$ cat src/rtl/plca_ctrl_pkg.sv
// Shared encodings for the PLCA transmit-opportunity controller.
// State codes are visible on the state port, so their values are fixed.
package plca_ctrl_pkg;

    typedef enum logic [3:0] {
        ST_DISABLE       = 4'd0,
        ST_RESYNC        = 4'd1,
        ST_RECOVER       = 4'd2,
        ST_SEND_BEACON   = 4'd3,
        ST_SYNCING       = 4'd4,
        ST_WAIT_TO       = 4'd5,
        ST_EARLY_RECEIVE = 4'd6,
        ST_COMMIT        = 4'd7,
        ST_YIELD         = 4'd8,
        ST_RECEIVE       = 4'd9,
        ST_TRANSMIT      = 4'd10,
        ST_BURST         = 4'd11,
        ST_NEXT_TO       = 4'd12,
        ST_ABORT         = 4'd13
    } plca_state_t;

    typedef enum logic [1:0] {
        CMD_BEACON = 2'b00,
        CMD_COMMIT = 2'b01,
        CMD_NONE   = 2'b10
    } plca_cmd_t;

    localparam int STATS_W = 16;

    function automatic logic [STATS_W-1:0] sat_inc(input logic [STATS_W-1:0] v);
        return (&v) ? v : v + STATS_W'(1);
    endfunction

endpackage

$ cat src/rtl/plca_ctrl_timer.sv
// Down-counting one-shot timer: done holds once LEN cycles have elapsed since start.
// Latency: start loads on the edge, done is seen LEN-1 edges later; start beats done (restart).
// Backpressure: none; stop (or reset) disarms the timer and clears done.
module plca_ctrl_timer #(
    parameter int LEN = 32
) (
    input  logic clk,
    input  logic reset_n,
    input  logic start,
    input  logic stop,
    output logic done
);
    localparam int CW = (LEN > 1) ? $clog2(LEN) : 1;

    logic [CW-1:0] r_cnt;
    logic          r_armed;

    always_ff @(posedge clk) begin
        if (!reset_n || stop) begin
            r_cnt   <= '0;
            r_armed <= 1'b0;
        end else if (start) begin
            r_cnt   <= CW'(LEN - 1);
            r_armed <= 1'b1;
        end else if (r_armed && (r_cnt != '0)) begin
            r_cnt <= r_cnt - CW'(1);
        end
    end

    assign done = r_armed && (r_cnt == '0);

endmodule

$ cat src/rtl/plca_ctrl_sync.sv
// PLCA TO-cycle controller (beacon, commit, burst, yield, receive); PLCA_CTRL_STATS_EN adds counters.
// Latency: registered Moore FSM, outputs follow the causing input by one clk.
// Backpressure: none; TX_EN/CRS/packetPending are sampled every cycle.
module plca_ctrl_sync
    import plca_ctrl_pkg::*;
#(
    parameter int ID_W           = 8,
    parameter int TO_CYC         = 32,
    parameter int BEACON_CYC     = 20,
    parameter int BEACON_DET_CYC = 22,
    parameter int INV_BEACON_CYC = 4000,
    parameter int BURST_CYC      = 128
) (
    input  logic            clk,
    input  logic            reset_n,
    input  logic            plca_en,
    input  logic [ID_W-1:0] local_nodeID,
    input  logic [ID_W-1:0] plca_node_count,
    input  logic [ID_W-1:0] max_bc,
    input  logic            PMCD,
    input  logic            CRS,
    input  logic            TX_EN,
    input  logic            packetPending,
    input  logic            receiving,
    input  logic [1:0]      rx_cmd,
    output logic [3:0]      state,
    output logic [1:0]      tx_cmd,
    output logic            committed,
    output logic [ID_W-1:0] curID,
    output logic            plca_active,
    output logic [ID_W-1:0] bc,
    output logic            to_end
`ifdef PLCA_CTRL_STATS_EN
    ,
    output logic [15:0]     beacon_cnt,
    output logic [15:0]     resync_cnt
`endif
);

    plca_state_t     r_state;
    plca_state_t     w_next;
    plca_cmd_t       r_tx_cmd;
    plca_cmd_t       w_tx_cmd_n;
    logic            r_committed, w_committed_n;
    logic [ID_W-1:0] r_cur_id, w_cur_id_n;
    logic [ID_W-1:0] r_bc, w_bc_n;
    logic            r_active, w_active_n;
    logic            r_to_end, w_to_end_n;

    logic w_dis, w_node0, w_my_to, w_enter, w_inv_fire;
    logic w_to_done, w_bcn_done, w_bdet_done, w_inv_done, w_burst_done;
    logic w_to_start, w_to_stop, w_bcn_start, w_bdet_start, w_inv_start, w_burst_start;

    assign w_dis      = !plca_en || (&local_nodeID);
    assign w_node0    = (local_nodeID == '0);
    assign w_my_to    = (r_cur_id == local_nodeID);
    assign w_inv_fire = w_inv_done && (r_state != ST_DISABLE);

    always_ff @(posedge clk) begin
        if (!reset_n || w_dis) begin
            r_state <= ST_DISABLE;
        end else begin
            r_state <= w_next;
        end
    end

    // Invalid-beacon expiry overrides every other transition.
    always_comb begin
        w_next = r_state;
        if (w_inv_fire) begin
            w_next = ST_RESYNC;
        end else begin
            case (r_state)
                ST_DISABLE:     w_next = w_node0 ? ST_RECOVER : ST_RESYNC;
                ST_RESYNC: begin
                    if (w_node0 && PMCD && !CRS && !TX_EN) w_next = ST_SEND_BEACON;
                    else if (!w_node0 && CRS)              w_next = ST_EARLY_RECEIVE;
                end
                ST_RECOVER:     w_next = ST_WAIT_TO;
                ST_SEND_BEACON: if (w_bcn_done) w_next = ST_SYNCING;
                ST_SYNCING:     if (!CRS) w_next = ST_WAIT_TO;
                ST_WAIT_TO: begin
                    if (CRS)                                      w_next = ST_EARLY_RECEIVE;
                    else if (w_my_to && r_active && packetPending) w_next = ST_COMMIT;
                    else if (w_my_to)                             w_next = ST_YIELD;
                    else if (w_to_done)                           w_next = ST_NEXT_TO;
                end
                ST_EARLY_RECEIVE: begin
                    if (receiving && CRS)
                        w_next = ST_RECEIVE;
                    else if (!w_node0 && !receiving &&
                             ((rx_cmd == CMD_BEACON) || (!CRS && !w_bdet_done)))
                        w_next = ST_SYNCING;
                    else if (!CRS && w_node0)
                        w_next = ST_RECOVER;
                    else if (!CRS && !w_node0 && w_bdet_done)
                        w_next = ST_RESYNC;
                end
                ST_COMMIT: begin
                    if (TX_EN)               w_next = ST_TRANSMIT;
                    else if (!packetPending) w_next = ST_ABORT;
                end
                ST_YIELD: begin
                    if (w_to_done) w_next = ST_NEXT_TO;
                    else if (CRS)  w_next = ST_EARLY_RECEIVE;
                end
                ST_RECEIVE: begin
                    if ((rx_cmd == CMD_BEACON) && !w_node0) w_next = ST_SYNCING;
                    else if (!CRS)                          w_next = ST_NEXT_TO;
                end
                ST_TRANSMIT: begin
                    if (!TX_EN && (r_bc < max_bc)) w_next = ST_BURST;
                    else if (!TX_EN && !CRS)       w_next = ST_NEXT_TO;
                end
                ST_BURST: begin
                    if (TX_EN)             w_next = ST_TRANSMIT;
                    else if (w_burst_done) w_next = ST_ABORT;
                end
                ST_ABORT:   if (!CRS) w_next = ST_NEXT_TO;
                ST_NEXT_TO: w_next = (w_node0 && (r_cur_id >= plca_node_count)) ? ST_RESYNC : ST_WAIT_TO;
                default:    w_next = ST_DISABLE;
            endcase
        end
    end

    assign w_enter = (w_next != r_state);

    // Entry actions: computed from the state being entered, registered on the same edge.
    always_comb begin
        w_tx_cmd_n    = r_tx_cmd;
        w_committed_n = r_committed;
        w_cur_id_n    = r_cur_id;
        w_bc_n        = r_bc;
        w_active_n    = r_active;
        w_to_end_n    = 1'b0;
        w_to_start    = 1'b0;
        w_to_stop     = 1'b0;
        w_bcn_start   = 1'b0;
        w_bdet_start  = 1'b0;
        w_inv_start   = 1'b0;
        w_burst_start = 1'b0;
        if (w_enter) begin
            case (w_next)
                ST_RESYNC, ST_RECOVER: w_active_n = 1'b0;
                ST_SEND_BEACON: begin
                    w_tx_cmd_n  = CMD_BEACON;
                    w_active_n  = 1'b1;
                    w_bcn_start = 1'b1;
                end
                ST_SYNCING: begin
                    w_cur_id_n  = '0;
                    w_tx_cmd_n  = CMD_NONE;
                    w_active_n  = 1'b1;
                    w_inv_start = !w_node0 && (rx_cmd != CMD_BEACON);
                end
                ST_WAIT_TO:       w_to_start = 1'b1;
                ST_EARLY_RECEIVE: begin
                    w_to_stop    = 1'b1;
                    w_bdet_start = 1'b1;
                end
                ST_COMMIT: begin
                    w_tx_cmd_n    = CMD_COMMIT;
                    w_committed_n = 1'b1;
                    w_bc_n        = '0;
                end
                ST_TRANSMIT: begin
                    w_tx_cmd_n = CMD_NONE;
                    if (r_bc >= max_bc) w_committed_n = 1'b0;
                end
                ST_BURST: begin
                    w_bc_n        = (&r_bc) ? r_bc : r_bc + ID_W'(1);
                    w_tx_cmd_n    = CMD_COMMIT;
                    w_burst_start = 1'b1;
                end
                ST_ABORT: begin
                    w_tx_cmd_n    = CMD_NONE;
                    w_committed_n = 1'b0;
                end
                ST_NEXT_TO: begin
                    w_cur_id_n    = r_cur_id + ID_W'(1);
                    w_committed_n = 1'b0;
                    w_to_end_n    = 1'b1;
                end
                default: ;
            endcase
        end
    end

    always_ff @(posedge clk) begin
        if (!reset_n || w_dis) begin
            r_tx_cmd    <= CMD_NONE;
            r_committed <= 1'b0;
            r_cur_id    <= '0;
            r_bc        <= '0;
            r_active    <= 1'b0;
            r_to_end    <= 1'b0;
        end else begin
            r_tx_cmd    <= w_tx_cmd_n;
            r_committed <= w_committed_n;
            r_cur_id    <= w_cur_id_n;
            r_bc        <= w_bc_n;
            r_active    <= w_active_n;
            r_to_end    <= w_to_end_n;
        end
    end

    plca_ctrl_timer #(.LEN(TO_CYC)) u_to_timer (
        .clk(clk), .reset_n(reset_n), .start(w_to_start),
        .stop(w_dis || w_to_stop), .done(w_to_done)
    );

    plca_ctrl_timer #(.LEN(BEACON_CYC)) u_beacon_timer (
        .clk(clk), .reset_n(reset_n), .start(w_bcn_start),
        .stop(w_dis), .done(w_bcn_done)
    );

    plca_ctrl_timer #(.LEN(BEACON_DET_CYC)) u_beacon_det_timer (
        .clk(clk), .reset_n(reset_n), .start(w_bdet_start),
        .stop(w_dis), .done(w_bdet_done)
    );

    // Disarmed as it fires so a single expiry forces exactly one resync.
    plca_ctrl_timer #(.LEN(INV_BEACON_CYC)) u_inv_beacon_timer (
        .clk(clk), .reset_n(reset_n), .start(w_inv_start),
        .stop(w_dis || w_inv_fire), .done(w_inv_done)
    );

    plca_ctrl_timer #(.LEN(BURST_CYC)) u_burst_timer (
        .clk(clk), .reset_n(reset_n), .start(w_burst_start),
        .stop(w_dis), .done(w_burst_done)
    );

`ifdef PLCA_CTRL_STATS_EN
    logic [STATS_W-1:0] r_beacon_cnt, r_resync_cnt;
    logic               w_bcn_evt;

    assign w_bcn_evt = (w_enter && (w_next == ST_SEND_BEACON)) ||
                       ((r_state == ST_EARLY_RECEIVE) && (rx_cmd == CMD_BEACON) &&
                        (w_next == ST_SYNCING));

    always_ff @(posedge clk) begin
        if (!reset_n) begin
            r_beacon_cnt <= '0;
            r_resync_cnt <= '0;
        end else begin
            if (w_bcn_evt)  r_beacon_cnt <= sat_inc(r_beacon_cnt);
            if (w_inv_fire) r_resync_cnt <= sat_inc(r_resync_cnt);
        end
    end

    assign beacon_cnt = r_beacon_cnt;
    assign resync_cnt = r_resync_cnt;
`endif

    assign state       = r_state;
    assign tx_cmd      = r_tx_cmd;
    assign committed   = r_committed;
    assign curID       = r_cur_id;
    assign plca_active = r_active;
    assign bc          = r_bc;
    assign to_end      = r_to_end;

endmodule

$ cat config.mk
export PLATFORM = sky130hd
export DESIGN_NAME = plca_ctrl_sync
export DESIGN_NICKNAME = d
export VERILOG_FILES = /design/src/rtl/plca_ctrl_pkg.sv /design/src/rtl/plca_ctrl_timer.sv /design/src/rtl/plca_ctrl_sync.sv
export SDC_FILE = /design/constraint.sdc
export NUM_CORES = 1
export LEC_CHECK = 0
export ABC_AREA = 1
export BUFFER_PORTS_ARGS = -buffer_cell sky130_fd_sc_hd__buf_2
export CORE_AREA = 8 8 118 120
export DETAILED_ROUTE_END_ITERATION = 7
export DIE_AREA = 0 0 126 128
export SLEW_MARGIN = 20
export SYNTH_ARGS = -nofsm -noshare
export SYNTH_HDL_FRONTEND = slang
export SYNTH_SLANG_ARGS = --single-unit
$ cat constraint.sdc
create_clock -name clk -period 2.9 [get_ports clk]
set_input_delay 0.58 -clock clk [delete_from_list [all_inputs] [get_ports clk]]
set_output_delay 0.58 -clock clk [all_outputs]
set_load 0.005 [all_outputs]
# After elaboration in Yosys (flattened, before gate mapping)
# Index checks and enable logic that the tools add are counted.
totals:
  elab_cells: 197
  inputBits: 34
  out_inout_bits: 25
  reg_bits: 64
op_classes:
  order_cmp: 3
  eq_ne: 28
  addsub: 7
  n_reduce_logical: 84
  bitwise: 1
  muxes: 54
ops:
  columns: ["cell", "n"]
  rows:
  - ["4-bit 2-to-1 mux", 23]
  - ["4-bit one-hot mux with 14 select lines", 1]
  - ["4-bit == test (second input constant)", 10]
  - ["4-bit by 3-bit == test with 1-bit output (second input constant)", 8]
  - ["8-bit one-hot mux with 2 select lines", 2]
  - ["5-bit 2-to-1 mux", 6]
  - ["1-bit logical AND", 29]
  - ["12-bit 2-to-1 mux", 2]
  - ["2-bit nonzero test", 9]
  - ["8-bit by 1-bit adder with 8-bit output (second input constant)", 2]
  - ["4-bit by 2-bit == test with 1-bit output (second input constant)", 4]
  - ["8-bit greater-or-equal comparator", 2]
  - ["8-bit AND reduction", 2]
  - ["2-bit OR reduction", 8]
  - ["5-bit zero test", 3]
  - ["5-bit nonzero test", 3]
  - ["5-bit by 1-bit subtractor with 5-bit output (second input constant)", 3]
  - ["7-bit 2-to-1 mux", 2]
  - ["12-bit zero test", 1]
  - ["1-bit 2-to-1 mux", 12]
  - ["12-bit nonzero test", 1]
  - ["12-bit by 1-bit subtractor with 12-bit output (second input constant)", 1]
  - ["4-bit by 1-bit == test with 1-bit output (second input constant)", 2]
  - ["8-bit == test", 1]
  - ["23 further kinds", 40]

# Logic depth before layout (Yosys ltp)
# Gate-level depths: netlist of the first run.
logic_depth:
  word_depth: 15
  mapped_depth: 24
  ltp_nobuf: 23

# Cells and area by module
# From an unflattened synthesis of the first run, not the netlist that was laid out.
unflattened:
  cells_unflattened: 873
  hier_area_um2: 5262.5
modules_own_cells:
  columns: ["mod", "area_each_um2", "cells_per_inst", "instances", "seq_area_each_um2"]
  rows:
  - ["plca_ctrl_sync", 2962.8, 530, 1, 500.5]
  - ["plca_ctrl_timer at u_inv_beacon_timer", 815.8, 124, 1, 260.2]
  - ["plca_ctrl_timer at u_burst_timer", 486.7, 72, 1, 160.2]
  - ["plca_ctrl_timer at u_beacon_det_timer", 344.1, 51, 1, 120.1]
  - ["plca_ctrl_timer at u_beacon_timer", 334.1, 48, 1, 120.1]
  - ["plca_ctrl_timer at u_to_timer", 319.1, 48, 1, 120.1]

# Worst setup path after synthesis of the first run
# OpenSTA, ideal clock, no wires.
synth_path:
  kind: "in2reg"
  from: "in max_bc[7]"
  to: "reg r_bc[2] (netlist: bc[2])"
  stages: 17
  setup_slack_ps: 383
  n_path_buf: 0
  setup_ps: 132
  required_ps: 2768
  arrival_ps: 2384
  path_cell_list: "inv_1 > ha_1 > a21o_1 > nor2_1 > nand3_1 > o21ai_0 > nand2_1 > nand3_1 > nand2_4 > inv_2 > nand2_1 > a21oi_1 > nand2_1 > inv_2 > nand2_4 > nand2_1 > a21oi_1"
synth_via:
  elab_chain_cells: 8
  word_cells_on_any_way: 12
  cone_classes: "order compare: 1; eq/ne: 4; mux: 4; reduce/logical: 3"
synth_lines:
  columns: ["element", "line", "text"]
  rows:
  - ["start: declaration", "plca_ctrl_sync.sv:19", "input logic [ID_W-1:0] max_bc,"]
  - ["8-bit less-than comparator *", "plca_ctrl_sync.sv:112", "if (!TX_EN && (r_bc < max_bc)) w_next = ST_BURST;"]
  - ["1-bit logical AND *", "plca_ctrl_sync.sv:112", null]
  - ["4-bit 2-to-1 mux *", "plca_ctrl_sync.sv:112", null]
  - ["4-bit one-hot mux with 14 select lines *", "plca_ctrl_sync.sv:73", "case (r_state)"]
  - ["4-bit 2-to-1 mux *", "plca_ctrl_sync.sv:70", "if (w_inv_fire) begin"]
  - ["4-bit == test or 4-bit by 3-bit == test with 1-bit output (tied branches)", "plca_ctrl_sync.sv:143", "case (w_next)"]
  - ["2-bit != test (no source line) or 2-bit nonzero test (tied branches)", null, null]
  - ["3-bit AND reduction (no source line)", null, null]
  - ["end signal: assignment", "plca_ctrl_sync.sv:201", "r_bc <= w_bc_n;"]
  - ["end: declaration", "plca_ctrl_sync.sv:46", "logic [ID_W-1:0] r_bc, w_bc_n;"]
# Every way passes the cells marked *; elsewhere a longest branch is shown, timed or not.
# A chain may end at the register's enable or synchronous reset.

# Worst setup path after layout of the first run
layout_path:
  from: "reg r_bc[7] (netlist: bc[7])"
  to: "reg r_bc[6] (netlist: bc[6])"
layout_via:
  elab_chain_cells: 8
  word_cells_on_any_way: 13
  cone_classes: "order compare: 1; eq/ne: 4; mux: 4; reduce/logical: 4"
layout_lines:
  columns: ["element", "line"]
  rows:
  - ["8-bit less-than comparator", "plca_ctrl_sync.sv:112"]
  - ["1-bit logical AND", "plca_ctrl_sync.sv:112"]
  - ["4-bit 2-to-1 mux", "plca_ctrl_sync.sv:112"]
  - ["4-bit one-hot mux with 14 select lines", "plca_ctrl_sync.sv:73"]
  - ["4-bit 2-to-1 mux", "plca_ctrl_sync.sv:70"]
  - ["4-bit == test or 4-bit by 3-bit == test with 1-bit output (tied branches)", "plca_ctrl_sync.sv:143"]
  - ["2-bit != test (no source line) or 2-bit nonzero test (tied branches)", null]
  - ["3-bit AND reduction (no source line)", null]
# Several ways; a longest one is shown, not always the timed one.

==> results of run 1 <==
-- cells by family (layout without fill, tap and decap cells) --
logic type | after synthesis | in the layout | share of synthesized area
fa+ha+maj | 27 | 27 | 0.0712
buf+inv | 134 | 231 | 0.110
xor+xnor | 34 | 34 | 0.0628
flops | 64 | 64 | 0.270
compound gates | 80 | 80 | 0.0886
simple gates | 427 | 427 | 0.397
-- critical path, cell delays in order (launching register included) --
cell,delay [ps]
dfxtp_1,440
ha_1,290
a21o_1,180
nor2_1,250
nand3_1,140
o21ai_0,90
nand2_1,60
nand3_1,120
nand2_4,70
inv_2,90
nand2_1,110
a21oi_1,190
nand2_1,90
inv_2,170
nand2_4,100
nand2_1,80
a21oi_1,60
-- power by group through the flow --
stage          registers [W]  logic, W  clock network, W
2_1_floorplan       0.000914  0.000180                 0
3_3_place_gp        0.000919  0.000274                 0
3_5_place_dp        0.000919  0.000273                 0
4_1_cts             0.000900  0.000275           0.00100
5_1_grt             0.000901  0.000312           0.00104
6_report            0.000900  0.000275          0.000971
-- cell type report --
cell class,count,area [um2]
clock buffers,12,246
clock inverters,4,20.0
fillers,1323,6470
inverters,122,458
multi-input cells,568,2950
flip-flops and latches,64,1280
well taps,150,188
repair buffers,93,591
-- stage by stage --
step	total power (W)	cell area, um2	hold WS [ps]
after floorplan	0.00109	4740	441
after global placement	0.00119	5460	454
after detailed placement	0.00119	5460	462
after CTS	0.00218	5720	470
after global routing	0.00225	5730	497
final	0.00215	5730	468
-- flip-flops by register name, summed over array words and instances, names as in the netlist --
name	flops
u_burst_timer.r_cnt	7
u_beacon_det_timer.r_armed	1
u_beacon_timer.r_armed	1
u_to_timer.r_cnt	5
u_inv_beacon_timer.r_cnt	12
u_burst_timer.r_armed	1
to_end	1
u_to_timer.r_armed	1
state	4
plca_active	1
curID	8
bc	8
tx_cmd	2
committed	1
u_inv_beacon_timer.r_armed	1
u_beacon_det_timer.r_cnt	5
u_beacon_timer.r_cnt	5
-- worst paths after layout --
kind,from,end,slack [ps],cells after the start
setup / recovery,bc[7],bc[6],250,16
hold / removal,u_beacon_det_timer.r_armed,u_beacon_det_timer.r_armed,470,2
setup reg to reg,bc[7],bc[6],250,16
hold reg to reg,u_beacon_det_timer.r_armed,u_beacon_det_timer.r_armed,470,2
-- cells in the final DEF, fill, tap and decap left out, types with 3 or more instances in the layout --
cell         n
nand2_1    202
inv_1      113
nor2_1     100
dfxtp_1     64
a21oi_1     61
nand3_1     59
buf_2       58
buf_4       32
ha_1        27
xor2_1      21
nand4_1     14
xnor2_1     13
nor3_1      11
clkbuf_16    9
inv_2        8
nor2_2       8
o21ai_0      8
nand2_2      7
nor4_1       5
or2_2        5
nand3b_1     4
clkinv_2     4
nor2_4       3
a21oi_2      3
buf_12       3
-- per-layer routing --
metal	vias up	global-route usage	routed length, um	share of wire
met3	5	0.0337	642	0.052
li1	2598	-	-	-
met4	0	0.0552	89	0.0072
met5	-	0	0	0
met2	85	0.255	5520	0.45
met1	2091	0.202	6110	0.49
==> results.sh, run 1 <==
export IMPL_run_status="finished clean"
export IMPL_hold_viol=0
export IMPL_netlist_cell_type_count=39
export IMPL_remaining_drc_errors=0
export IMPL_design_core_area_mm2=0.0122
export IMPL_synthCells=766
export IMPL_finalSetupViolations=0
export IMPL_syn_cell_area_mm2=0.00474
export IMPL_ir_drop_mv=0.189
export IMPL_antenna_cells=0
export IMPL_power_frac_seq=0.419
export IMPL_end_kind="flip-flop"
export IMPL_placed_cells=997
export IMPL_hold_buffers=0
export IMPL_nNetsFinal=919
export IMPL_power_internal_w=0.00159
export IMPL_clk_pin_slew_ps=50
export IMPL_grt_usage=0.157
export IMPL_syn_num_nets=827
export IMPL_cts_resized=0
export IMPL_synth_area_per_cell_um2=6.19
export IMPL_grt_pass1_vias=4461
export IMPL_worst_slew_pin_slew_ps=442
export IMPL_worstPathArrival_ps=2860
export IMPL_dieHeight_um=128
export IMPL_synth_area_leaders="dfxtp_1, nand2_1, inv_1"
export IMPL_cts_buffers=9
export IMPL_grt_pass1_wl_mm=21.0
export IMPL_yosysSeqAreaShare=0.270
export IMPL_io_pins=59
export IMPL_synth_common_cells="nand2_1, inv_1, nor2_1, dfxtp_1, a21oi_1"
export IMPL_p_comb_frac=0.128
export IMPL_synth_seq_cells=64
export IMPL_start_util=0.389
export IMPL_cts_sink_count=64
export IMPL_power_density_mw_per_mm2=374
export IMPL_slew_violations=0
export IMPL_maxCapViolations=0
export IMPL_crit_required_ps=3100
export IMPL_area_delta_synth_final_pct=20.9
export IMPL_wirelength_mm=12.4
export IMPL_fin_cells=1013
export IMPL_synth_ff_type="dfxtp_1"
export IMPL_skew_ps=8.65
export IMPL_routed_via_density=4.72
export IMPL_gp_congestion=0.928
export IMPL_dp_hpwl_mm=9.71
export IMPL_post_synth_top_count_cell="nand2_1"
export IMPL_clk_latency_ps=330
export IMPL_htree_levels=3
export IMPL_synth_top_area_frac=0.270
export IMPL_leakage_nw=2.82
export IMPL_fin_crit_ps=2650
export IMPL_timing_final_ws_setup_ps=247
export IMPL_row_count=41
export IMPL_avgRoutedWirePerCell_um=12.2
export IMPL_hold_path_class="reg -> reg"
export IMPL_startpoint_type="flip-flop"
export IMPL_root_buffer="clkbuf_16"
export IMPL_post_cts_setup_buffer_count=0
export IMPL_crit_type="reg -> reg"
export IMPL_fin_tns_setup_ps=0
export IMPL_io_buffers=58
export IMPL_first_pass_iters=4
export IMPL_synth_edf_count=0
export IMPL_pwr_share_clk=0.452
export IMPL_pre_cts_ws_ps=-8.35
export IMPL_dieArea_mm2=0.0161
export IMPL_ctsLongestPathBuffers=2
export IMPL_final_util=0.470
export IMPL_drive_gt1_frac=0.171
export IMPL_overflow=0
export IMPL_ant_nets=0
export IMPL_cp_max_fo=9
export IMPL_cts_tree="yes"
export IMPL_vias=4779
export IMPL_maxSlewHeadroom=0.703
export IMPL_synth_area_leader_cell="dfxtp_1"
export IMPL_fmax_ghz=0.377
export IMPL_async_flop_share=0
export IMPL_rsz0062_at_grt="true"
export IMPL_die_w_um=126
export IMPL_synth_warnings=0
export IMPL_p_switching_w=0.000553
export IMPL_swShare=0.258
export IMPL_first_iter_violations=263
export IMPL_grt_antenna_before_repair=0
export IMPL_period_share=0.915
export IMPL_grt_max_degree=37
Power figures use the tool's default switching activity.
==> inputs of run 2 (changes only) <==
REMOVE_ABC_BUFFERS = 1   (was default)
==> results.sh, run 2 (synthesis results as in run 1) <==
export IMPL_run_status="finished clean"
export IMPL_grt_pass1_vias=4576
export IMPL_htree_levels=3
export IMPL_design_core_area_mm2=0.0122
export IMPL_gp_congestion=0.907
export IMPL_row_count=41
export IMPL_area_delta_synth_final_pct=23.3
export IMPL_vias=4767
export IMPL_fmax_ghz=0.379
export IMPL_die_w_um=126
export IMPL_nFillCells=1293
export IMPL_grt_pass1_wl_mm=21.1
export IMPL_first_pass_iters=5
export IMPL_cts_tree="yes"
export IMPL_grt_antenna_before_repair=0
export IMPL_root_buffer="clkbuf_16"
export IMPL_hold_viol=0
export IMPL_crit_required_ps=3170
export IMPL_critPathMostFrequentCell="nand2_1"
export IMPL_routed_via_density=4.69
export IMPL_worst_slew_pin_slew_ps=460
export IMPL_first_iter_violations=278
export IMPL_end_kind="flip-flop"
export IMPL_worstPathArrival_ps=2900
export IMPL_leakage_nw=2.86
export IMPL_maxCapViolations=0
export IMPL_io_buffers=58
export IMPL_dieHeight_um=128
export IMPL_grt_max_degree=37
export IMPL_clk_pin_slew_ps=50
export IMPL_drive_gt1_frac=0.186
export IMPL_slowest_delay_ps=360
export IMPL_clk_latency_ps=330
export IMPL_antenna_cells=0
export IMPL_cts_buffers=9
export IMPL_dieArea_mm2=0.0161
export IMPL_placed_cells=1001
export IMPL_remaining_drc_errors=0
export IMPL_cts_sink_count=64
export IMPL_fin_crit_ps=2640
export IMPL_wirelength_mm=12.2
export IMPL_period_share=0.909
export IMPL_crit_slowest_cell="dfxtp_1"
export IMPL_start_util=0.389
export IMPL_regMostFlops="u_inv_beacon_timer.r_cnt"
export IMPL_ir_drop_mv=0.217
export IMPL_finalSetupViolations=0
export IMPL_cp_cell_sequence="ha_1 -> nand2_1 -> nor2_1 -> nand2_1 -> nand3_1 -> nand2_1 -> nand2_1 -> nand3_2 -> nor2_4 -> nand3_4 -> nand2_1 -> nand2_1 -> nor2_4 -> nand2_4 -> nand2_1 -> buf_4 -> nand2_1 -> a21oi_1"
export IMPL_cp_startpoint="bc[7]"
export IMPL_min_from="tx_cmd[1]"
export IMPL_largest_reg_flops=12
export IMPL_fin_cells=1017
export IMPL_r2r_start="bc[7]"
export IMPL_ant_nets=0
export IMPL_fin_tns_setup_ps=0
export IMPL_ctsLongestPathBuffers=2
export IMPL_avgRoutedWirePerCell_um=12.0
export IMPL_skew_ps=5.27
export IMPL_final_cell_mix="nand2_1, inv_1, nor2_1"
export IMPL_startpoint_type="flip-flop"
export IMPL_slew_violations=0
export IMPL_hold_path_class="reg -> reg"
export IMPL_crit_type="reg -> reg"
export IMPL_nNetsFinal=923
export IMPL_io_pins=59
export IMPL_mostFrequentLayoutCell="nand2_1"
export IMPL_power_density_mw_per_mm2=399
export IMPL_grt_usage=0.159
export IMPL_cp_max_fo=7
export IMPL_overflow=0
export IMPL_dp_hpwl_mm=9.60
export IMPL_hold_buffers=0
export IMPL_maxSlewHeadroom=0.691
run 2: cell types whose count changed in the layout (fill, tap and decap cells not counted), moves of 3 or more:
cell      previous run  this run
buf_4               32        37
clkbuf_8             1         4
clkinv_2             4         1
nor2_1             100        96
run 2: area by class of cell:
class                   count  area [um2]  area share
multi-input cells         568        2990       0.512
well taps                 150         188      0.0321
inverters                 122         458      0.0783
clock inverters             2        35.0     0.00599
flip-flops and latches     64        1280       0.219
repair buffers             97         608       0.104
clock buffers              14         284      0.0486
run 2: path summary, 6_finish.rpt:
path	end	slack, ps	cells past startpoint
worst min register to register	tx_cmd[1]	450	2
worst min-delay path	tx_cmd[1]	450	2
worst max register to register	u_inv_beacon_timer.r_cnt[5]	260	18
worst max-delay path	u_inv_beacon_timer.r_cnt[5]	260	18
run 2: stage by stage:
stage	hold slack [ps]	cell area, um2	setup WS [ps]	util	total power (W)
after detailed placement	431	5480	-73.2	0.448	0.00119
after global placement	438	5480	-30.5	0.448	0.00119
after floorplan	441	4680	163	-	0.00108
after CTS	449	5790	205	0.475	0.00235
final	446	5850	263	0.479	0.00233
after global routing	499	5850	-2.12	0.479	0.00244
run 2: what timing repair did:
item,in CTS,in global routing
resized for setup,0,15
endpoints found under the hold margin,0,0
setup endpoints to repair,0,48
buffers inserted,0,0
run 2: per-layer routing:
metal	global-route usage	share of wire
met5	0	0
met4	0.0630	0.018
met3	0.0300	0.035
met2	0.262	0.45
met1	0.201	0.50
run 2: where the power goes:
part / total (W) / internal, W / switching (W)
combinational: 0.000285 / 0.000114 / 0.000172
clock: 0.00115 / 0.000758 / 0.000391
sequential: 0.000900 / 0.000889 / 0.0000106
run 2: worst max-delay path, delay by kind of cell (launching register included):
| kind | cells | cell delay (ps) |
|---|---|---|
| and+or+nand+nor | 15 | 1600 |
| DFF | 1 | 360 |
| adders and majority gates | 1 | 320 |
| buffers and inverters | 1 | 170 |
| AOI/OAI and AO/OA | 1 | 100 |
